$ cat src/rtl/speech_clip_player.sv
// Speech clip player: maps a number to audio clips, fetches clip bytes over req/ack, plays one byte per sample_tick.
// Latency: map results sampled MAP_LAT cycles after map_number; audio_out updates one cycle after sample_tick.
// Backpressure: one read outstanding, fetch stalls while the FIFO is full; SPEECH_PLAYER_UNDERRUN_CNT_EN adds underrun_cnt.

module speech_clip_fifo #(
    parameter int WIDTH = 8,
    parameter int DEPTH = 16
) (
    input  logic                     clk,
    input  logic                     reset,
    input  logic                     wr_vld,
    input  logic [WIDTH-1:0]         wr_dat,
    input  logic                     rd_rdy,
    output logic [WIDTH-1:0]         rd_dat,
    output logic [$clog2(DEPTH):0]   count
);
    localparam int AW = $clog2(DEPTH);
    localparam int CW = AW + 1;

    logic [WIDTH-1:0] mem_q [DEPTH];
    logic [AW-1:0]    wr_ptr_q, wr_ptr_d, rd_ptr_q, rd_ptr_d;
    logic [CW-1:0]    count_q, count_d;

    // Caller never writes when full nor reads when empty.
    always_comb begin
        wr_ptr_d = wr_ptr_q + AW'(wr_vld);
        rd_ptr_d = rd_ptr_q + AW'(rd_rdy);
        count_d  = count_q + CW'(wr_vld) - CW'(rd_rdy);
    end

    always_ff @(posedge clk) begin
        if (reset) begin
            wr_ptr_q <= '0;
            rd_ptr_q <= '0;
            count_q  <= '0;
        end else begin
            wr_ptr_q <= wr_ptr_d;
            rd_ptr_q <= rd_ptr_d;
            count_q  <= count_d;
        end
    end

    always_ff @(posedge clk) begin
        if (wr_vld) mem_q[wr_ptr_q] <= wr_dat;
    end

    assign rd_dat = mem_q[rd_ptr_q];
    assign count  = count_q;
endmodule

module speech_clip_player #(
    parameter int         FIFO_DEPTH  = 16,
    parameter int         MAP_LAT     = 2,
    parameter int         MAX_CLIPS   = 4,
    parameter logic [7:0] IDLE_SAMPLE = 8'h80
) (
    input  logic        clk,
    input  logic        reset,
    input  logic        start,
    input  logic [7:0]  number,
    output logic        busy,
    output logic        done,
    output logic [7:0]  map_number,
    input  logic [31:0] map_start_adr,
    input  logic [31:0] map_stop_adr,
    input  logic [7:0]  map_out_number,
    output logic        rd_req,
    output logic [31:0] rd_adr,
    input  logic        rd_ack,
    input  logic [7:0]  rd_data,
    input  logic        sample_tick,
    output logic [7:0]  audio_out,
    output logic [2:0]  clip_count
`ifdef SPEECH_PLAYER_UNDERRUN_CNT_EN
    ,
    output logic [15:0] underrun_cnt
`endif
);
    localparam int CW = $clog2(FIFO_DEPTH) + 1;
    localparam int LW = $clog2(MAP_LAT + 2);
    localparam logic [2:0] MAX_CLIPS_C = 3'(MAX_CLIPS);

    localparam logic [1:0] S_IDLE     = 2'd0;
    localparam logic [1:0] S_MAP_WAIT = 2'd1;
    localparam logic [1:0] S_PLAY     = 2'd2;
    localparam logic [1:0] S_FINISH   = 2'd3;

    logic [1:0]    state_q, state_d;
    logic [LW-1:0] lat_q, lat_d;
    logic [7:0]    map_number_q, map_number_d;
    logic [31:0]   cur_adr_q, cur_adr_d, stop_adr_q, stop_adr_d;
    logic [7:0]    next_num_q, next_num_d;
    logic [2:0]    clip_count_q, clip_count_d;
    logic          busy_q, busy_d, done_q, done_d;
    logic          rd_req_q, rd_req_d;
    logic [31:0]   rd_adr_q, rd_adr_d;
    logic [7:0]    audio_q, audio_d;
`ifdef SPEECH_PLAYER_UNDERRUN_CNT_EN
    logic [15:0]   underrun_q, underrun_d;
`endif

    logic          fifo_wr, fifo_rd;
    logic [7:0]    fifo_dat;
    logic [CW-1:0] fifo_cnt;

    assign fifo_wr = rd_req_q & rd_ack;
    assign fifo_rd = (state_q == S_PLAY) & sample_tick & (fifo_cnt != '0);

    speech_clip_fifo #(.WIDTH(8), .DEPTH(FIFO_DEPTH)) u_fifo (
        .clk    (clk),
        .reset  (reset),
        .wr_vld (fifo_wr),
        .wr_dat (rd_data),
        .rd_rdy (fifo_rd),
        .rd_dat (fifo_dat),
        .count  (fifo_cnt)
    );

    always_comb begin
        state_d      = state_q;
        lat_d        = lat_q;
        map_number_d = map_number_q;
        cur_adr_d    = cur_adr_q;
        stop_adr_d   = stop_adr_q;
        next_num_d   = next_num_q;
        clip_count_d = clip_count_q;
        busy_d       = busy_q;
        done_d       = 1'b0;
        rd_req_d     = rd_req_q;
        rd_adr_d     = rd_adr_q;
        audio_d      = audio_q;
`ifdef SPEECH_PLAYER_UNDERRUN_CNT_EN
        underrun_d   = underrun_q;
`endif
        case (state_q)
            S_IDLE: begin
                if (sample_tick) audio_d = IDLE_SAMPLE;
                if (start) begin
                    clip_count_d = '0;
`ifdef SPEECH_PLAYER_UNDERRUN_CNT_EN
                    underrun_d   = '0;
`endif
                    if (number != 8'd0) begin
                        map_number_d = number;
                        busy_d       = 1'b1;
                        lat_d        = '0;
                        state_d      = S_MAP_WAIT;
                    end else begin
                        done_d = 1'b1;
                    end
                end
            end
            S_MAP_WAIT: begin
                if (lat_q == LW'(MAP_LAT)) begin
                    cur_adr_d  = map_start_adr;
                    stop_adr_d = map_stop_adr;
                    next_num_d = map_out_number;
                    if (map_start_adr >= map_stop_adr) begin
                        state_d = S_FINISH;
                    end else begin
                        clip_count_d = clip_count_q + 3'd1;
                        state_d      = S_PLAY;
                    end
                end else begin
                    lat_d = lat_q + LW'(1);
                end
            end
            S_PLAY: begin
                // With no request in flight the outstanding term is zero.
                if (rd_req_q) begin
                    if (rd_ack) begin
                        rd_req_d  = 1'b0;
                        cur_adr_d = cur_adr_q + 32'd1;
                    end
                end else if (cur_adr_q < stop_adr_q && fifo_cnt < CW'(FIFO_DEPTH)) begin
                    rd_req_d = 1'b1;
                    rd_adr_d = cur_adr_q;
                end
                if (sample_tick) begin
                    if (fifo_cnt != '0) begin
                        audio_d = fifo_dat;
                    end
`ifdef SPEECH_PLAYER_UNDERRUN_CNT_EN
                    else if (underrun_q != 16'hFFFF) begin
                        underrun_d = underrun_q + 16'd1;
                    end
`endif
                end
                if (!rd_req_q && cur_adr_q == stop_adr_q && fifo_cnt == '0) begin
                    if (next_num_q != 8'd0 && clip_count_q < MAX_CLIPS_C) begin
                        map_number_d = next_num_q;
                        lat_d        = '0;
                        state_d      = S_MAP_WAIT;
                    end else begin
                        state_d = S_FINISH;
                    end
                end
            end
            default: begin
                done_d  = 1'b1;
                busy_d  = 1'b0;
                state_d = S_IDLE;
            end
        endcase
    end

    always_ff @(posedge clk) begin
        if (reset) begin
            state_q      <= S_IDLE;
            lat_q        <= '0;
            map_number_q <= '0;
            cur_adr_q    <= '0;
            stop_adr_q   <= '0;
            next_num_q   <= '0;
            clip_count_q <= '0;
            busy_q       <= 1'b0;
            done_q       <= 1'b0;
            rd_req_q     <= 1'b0;
            rd_adr_q     <= '0;
            audio_q      <= IDLE_SAMPLE;
`ifdef SPEECH_PLAYER_UNDERRUN_CNT_EN
            underrun_q   <= '0;
`endif
        end else begin
            state_q      <= state_d;
            lat_q        <= lat_d;
            map_number_q <= map_number_d;
            cur_adr_q    <= cur_adr_d;
            stop_adr_q   <= stop_adr_d;
            next_num_q   <= next_num_d;
            clip_count_q <= clip_count_d;
            busy_q       <= busy_d;
            done_q       <= done_d;
            rd_req_q     <= rd_req_d;
            rd_adr_q     <= rd_adr_d;
            audio_q      <= audio_d;
`ifdef SPEECH_PLAYER_UNDERRUN_CNT_EN
            underrun_q   <= underrun_d;
`endif
        end
    end

    assign busy       = busy_q;
    assign done       = done_q;
    assign map_number = map_number_q;
    assign rd_req     = rd_req_q;
    assign rd_adr     = rd_adr_q;
    assign audio_out  = audio_q;
    assign clip_count = clip_count_q;
`ifdef SPEECH_PLAYER_UNDERRUN_CNT_EN
    assign underrun_cnt = underrun_q;
`endif
endmodule
$ cat config.mk
export PLATFORM = sky130hd
export DESIGN_NAME = speech_clip_player
export DESIGN_NICKNAME = d
export VERILOG_FILES = /design/src/rtl/speech_clip_player.sv
export SDC_FILE = /design/constraint.sdc
export NUM_CORES = 1
export LEC_CHECK = 0
export CAP_MARGIN = 25
export CORE_ASPECT_RATIO = 0.7
export CORE_MARGIN = 2
export CORE_UTILIZATION = 44
export DETAILED_ROUTE_END_ITERATION = 6
export SETUP_SLACK_MARGIN = 0.15
export SYNTH_ARGS = -nofsm -noshare
export SYNTH_HDL_FRONTEND = slang
export SYNTH_SLANG_ARGS = --single-unit
$ cat constraint.sdc
create_clock -name clk -period 3.7 [get_ports clk]
set_clock_uncertainty 0.05 [all_clocks]
set_input_delay 0.74 -clock clk [delete_from_list [all_inputs] [get_ports clk]]
set_output_delay 0.74 -clock clk [all_outputs]
set_load 0.005 [all_outputs]
==> impl_metrics.prom <==
# TYPE chip_impl_metric gauge
chip_impl_metric{name="post_synth_mux_area_share",unit="%"} 7.93
chip_impl_info{name="cts-root-buf",value="sky130_fd_sc_hd__clkbuf_16"} 1
chip_impl_info{name="outcome",value="finished clean"} 1
chip_impl_metric{name="dp.final_hpwl",unit="um"} 25600
chip_impl_metric{name="yosysWarningCount",unit=""} 0
chip_impl_info{name="synth_area_leader_cell",value="sky130_fd_sc_hd__edfxtp_1"} 1
chip_impl_metric{name="die_w",unit="um"} 209
chip_impl_metric{name="share_of_the_synthesized_area_in_compound_gates_ao_oa_aoi_oai",unit="%"} 12.5
chip_impl_metric{name="finalInstanceArea",unit="mm^2"} 0.0159
chip_impl_metric{name="initial_utilization",unit="%"} 44.9
chip_impl_metric{name="dp_cells",unit=""} 1721
chip_impl_metric{name="detailedRoute.firstIterationViolations",unit=""} 1050
chip_impl_metric{name="final_layout_size_suffix_gt1_share",unit="%"} 10.1
chip_impl_info{name="crit_type",value="input port to register"} 1
chip_impl_info{name="critical_path.startpoint_type",value="input port"} 1
chip_impl_info{name="critical_path.slowest_cell",value="sky130_fd_sc_hd__a2111oi_0"} 1
chip_impl_metric{name="leakage",unit="nW"} 5.51
chip_impl_metric{name="port_buffers",unit=""} 146
chip_impl_info{name="path_delay_family",value="compound AO/OA/AOI/OAI gates"} 1
chip_impl_metric{name="area_delta_synth_final",unit="%"} 22.3
chip_impl_metric{name="delay_contributed_by_the_slowest_stage_of_the_critical_path",unit="ns"} 0.54
chip_impl_metric{name="synth-xor-area-share",unit="%"} 0.472
chip_impl_metric{name="syn_inst",unit=""} 1235
chip_impl_metric{name="postSynthRegisterBits",unit=""} 271
chip_impl_metric{name="clock_sink_count",unit=""} 271
chip_impl_metric{name="drtAntennaViolNets",unit=""} 0
chip_impl_metric{name="clock_insertion_delay_worst_skew",unit="ns"} 0.54
chip_impl_metric{name="core-area",unit="mm^2"} 0.0290
chip_impl_info{name="cts_tree",value="done"} 1
chip_impl_metric{name="cellPowerDensity",unit="mW/mm^2"} 610
chip_impl_metric{name="maxSlewViolCount",unit=""} 0
chip_impl_metric{name="design.final.nets",unit=""} 1548
chip_impl_metric{name="gp_routability_congestion",unit=""} 0.840
chip_impl_metric{name="placedInstanceArea",unit="mm^2"} 0.0149
chip_impl_metric{name="setup_ws",unit="ns"} 0.566
chip_impl_metric{name="io-pin-count",unit=""} 147
chip_impl_info{name="netlist_top_cells_area",value="sky130_fd_sc_hd__edfxtp_1 (30%), sky130_fd_sc_hd__dfxtp_1 (22%), sky130_fd_sc_hd__ha_1 (7.8%)"} 1
chip_impl_metric{name="wl_per_cell",unit="um"} 20.1
chip_impl_metric{name="syn_area",unit="mm^2"} 0.0130
chip_impl_metric{name="drv_cap",unit=""} 0
chip_impl_metric{name="layout_worst_path_cycle_share",unit="%"} 84.7
chip_impl_info{name="post_synth_most_frequent_cells",value="sky130_fd_sc_hd__nand2_1 (171), sky130_fd_sc_hd__dfxtp_1 (143), sky130_fd_sc_hd__edfxtp_1 (128)"} 1
chip_impl_metric{name="groute.usage.overall",unit="%"} 23.2
chip_impl_metric{name="cts_buffers",unit=""} 28
chip_impl_metric{name="cts_post_setup_buffers_inserted",unit=""} 0
chip_impl_metric{name="cts_resized",unit=""} 0
chip_impl_metric{name="maximum_number_of_pins_on_one_net_before_global_route_repair",unit=""} 87
chip_impl_metric{name="synth-async-reset-ratio",unit="%"} 0
chip_impl_metric{name="synth_nets",unit=""} 1410
chip_impl_metric{name="peakVddDrop",unit="mV"} 0.313
chip_impl_metric{name="clk_transition_reported_paths",unit="ns"} 0.06
chip_impl_metric{name="placement.setup.worst_slack",unit="ns"} 0.0683
chip_impl_metric{name="path_buf_inv",unit=""} 3
chip_impl_metric{name="antenna_violations_before_repair",unit=""} 4
chip_impl_metric{name="mean_syn_cell_area",unit="um^2"} 10.5
chip_impl_info{name="post-synth-top-count-cell",value="sky130_fd_sc_hd__nand2_1"} 1
chip_impl_metric{name="post-route-drc-count",unit=""} 0
chip_impl_metric{name="whs",unit="ns"} 0.404
chip_impl_metric{name="post_synth_num_cell_types",unit=""} 62
chip_impl_metric{name="layout.filler_cells",unit=""} 2491
chip_impl_metric{name="number_of_flops_mapped_to_enable_cells_by_yosys",unit=""} 128
chip_impl_metric{name="fp.dieArea",unit="mm^2"} 0.0310
chip_impl_metric{name="die_y",unit="um"} 148
chip_impl_info{name="hold_path_class",value="register to register"} 1
chip_impl_metric{name="synth_simple_gate_area_share",unit="%"} 14.7
chip_impl_metric{name="finalSetupViolations",unit=""} 0
chip_impl_metric{name="yosys.area_share.adder",unit="%"} 7.95
chip_impl_metric{name="grt.overflow.total",unit=""} 0
chip_impl_metric{name="regArea",unit="mm^2"} 0.00671
chip_impl_metric{name="tightestPinTransition",unit="ns"} 1.04
chip_impl_metric{name="cts.hold.buffers_added",unit=""} 0
chip_impl_metric{name="final_cell_count_no_fill",unit=""} 1776
chip_impl_metric{name="timing_hold_violations_final",unit=""} 0
chip_impl_metric{name="num_rows",unit=""} 52
chip_impl_metric{name="final.setup.tns",unit="ns"} 0
chip_impl_metric{name="synth_seq_area_share",unit="%"} 51.6
chip_impl_metric{name="cp.required",unit="ns"} 4.10
chip_impl_metric{name="finalPower",unit="mW"} 9.70
chip_impl_info{name="dominantRegCellSynth",value="sky130_fd_sc_hd__dfxtp_1"} 1
chip_impl_info{name="grt_setup_unrepaired",value="no"} 1
chip_impl_info{name="combinational_family_with_the_most_area_after_synthesis",value="simple AND/OR/NAND/NOR gates"} 1
chip_impl_metric{name="worst-path-max-fanout",unit=""} 5
chip_impl_metric{name="route.detailed.vias_per_inst",unit=""} 5.68
chip_impl_metric{name="timing.slew.headroom",unit="%"} 30.8
chip_impl_metric{name="first_global_vias",unit=""} 9486
chip_impl_metric{name="achievable-frequency",unit="GHz"} 0.319
chip_impl_metric{name="multi_input_area",unit="mm^2"} 0.00566
chip_impl_metric{name="post-route-min-period",unit="ns"} 3.13
chip_impl_metric{name="timing.critical_path.arrival",unit="ns"} 3.53
chip_impl_info{name="critical_path.endpoint_type",value="register"} 1
chip_impl_metric{name="synth_top_area_share",unit="%"} 29.6
chip_impl_metric{name="fin_util",unit="%"} 54.9
chip_impl_info{name="worstPathCellList",value="clkdlybuf4s50_1, inv_1, ha_1, nand2b_1, a2111oi_0, buf_4, o32ai_1, o311a_1, or3_1, o31ai_1"} 1
chip_impl_metric{name="first_pass_grt_wire_length",unit="um"} 55600
chip_impl_metric{name="postRouteWirelength",unit="um"} 35700
chip_impl_metric{name="drt_first_pass_iters",unit=""} 5
chip_impl_metric{name="max_clock_buf_depth",unit=""} 3
chip_impl_metric{name="vias",unit=""} 10100
chip_impl_metric{name="htree_num_levels",unit=""} 1
==> worst paths after layout <==
check / from / end / slack (ns) / cells past startpoint
setup / recovery: map_start_adr[0] / clip_count[1] / 0.57 / 10
hold / removal: stop_adr_q[30] / stop_adr_q[30] / 0.40 / 2
setup reg to reg: cur_adr_q[13] / rd_adr[2] / 0.63 / 8
hold reg to reg: stop_adr_q[30] / stop_adr_q[30] / 0.40 / 2
==> cell usage in the layout, fill, tap and decap left out, types with 8 or more instances in the layout <==
| master | count |
|---|---|
| sky130_fd_sc_hd__nand2_1 | 171 |
| sky130_fd_sc_hd__clkdlybuf4s50_1 | 145 |
| sky130_fd_sc_hd__dfxtp_1 | 142 |
| sky130_fd_sc_hd__edfxtp_1 | 128 |
| sky130_fd_sc_hd__a21oi_1 | 103 |
| sky130_fd_sc_hd__inv_1 | 84 |
| sky130_fd_sc_hd__nor2_1 | 83 |
| sky130_fd_sc_hd__ha_1 | 80 |
| sky130_fd_sc_hd__nor4_1 | 43 |
| sky130_fd_sc_hd__mux4_2 | 40 |
| sky130_fd_sc_hd__buf_4 | 36 |
| sky130_fd_sc_hd__a31o_1 | 29 |
| sky130_fd_sc_hd__clkbuf_16 | 29 |
| sky130_fd_sc_hd__o21ai_0 | 27 |
| sky130_fd_sc_hd__nand3_1 | 22 |
| sky130_fd_sc_hd__nand4_1 | 22 |
| sky130_fd_sc_hd__nor3_1 | 19 |
| sky130_fd_sc_hd__a211oi_1 | 19 |
| sky130_fd_sc_hd__a22oi_1 | 14 |
| sky130_fd_sc_hd__nor2b_1 | 14 |
| sky130_fd_sc_hd__mux2i_1 | 13 |
| sky130_fd_sc_hd__a21o_1 | 10 |
| sky130_fd_sc_hd__or3_1 | 8 |
==> kinds of logic (layout without fill, tap and decap cells) <==
kind of cell	count (synthesis)	count (layout)
fa+ha+maj	82	82
xor+xnor	7	7
mux	53	53
buf+inv	162	322
simple gates	409	409
compound gates	251	251
other cells	0	3
flops	271	271
==> per-layer routing <==
layer / up-vias / track usage (%) / share of wire, % / routed length [um]
met5: - / 0 / 0 / 0
met4: 0 / 5.21 / 1.7 / 591
met3: 39 / 5.88 / 10 / 3640
li1: 4813 / - / - / -
met2: 422 / 30.7 / 39 / 13800
met1: 4812 / 37.3 / 50 / 17700
==> final cells by class <==
cell class	instances	share of cell area (%)
inverter	86	2.03
sequential	271	42.2
timing repair buffer	184	11.2
tap	378	2.97
multi-input combinational	802	35.6
antenna	3	0.0472
clock buffer	35	4.71
clock inverter	17	1.21
==> worst min-delay path: cells and delay by family (launching register included) <==
kind / cells / cell delay (ns)
AND/OR/NAND/NOR: 1 / 0.05
flip-flops: 1 / 0.31
AO/OA/AOI/OAI: 1 / 0.05
==> report_power, final <==
part | internal [mW] | switching (mW) | leakage, nW
clock | 1.71 | 1.19 | 0.444
sequential | 3.37 | 0.300 | 2.31
combinational | 1.23 | 1.90 | 2.76
total | 6.31 | 3.38 | 5.51
==> flip-flops by register name, indices dropped and copies added (netlist names), 2 cells and up <==
register and count:
audio_out 8, clip_count 3, cur_adr_q 32, lat_q 2
map_number 8, next_num_q 8, rd_adr 32, state_q 2
stop_adr_q 32, u_fifo.count 5, u_fifo.mem_q 128, u_fifo.rd_ptr_q 4
u_fifo.wr_ptr_q 4
Note: power is estimated with default switching activity, not from simulation.
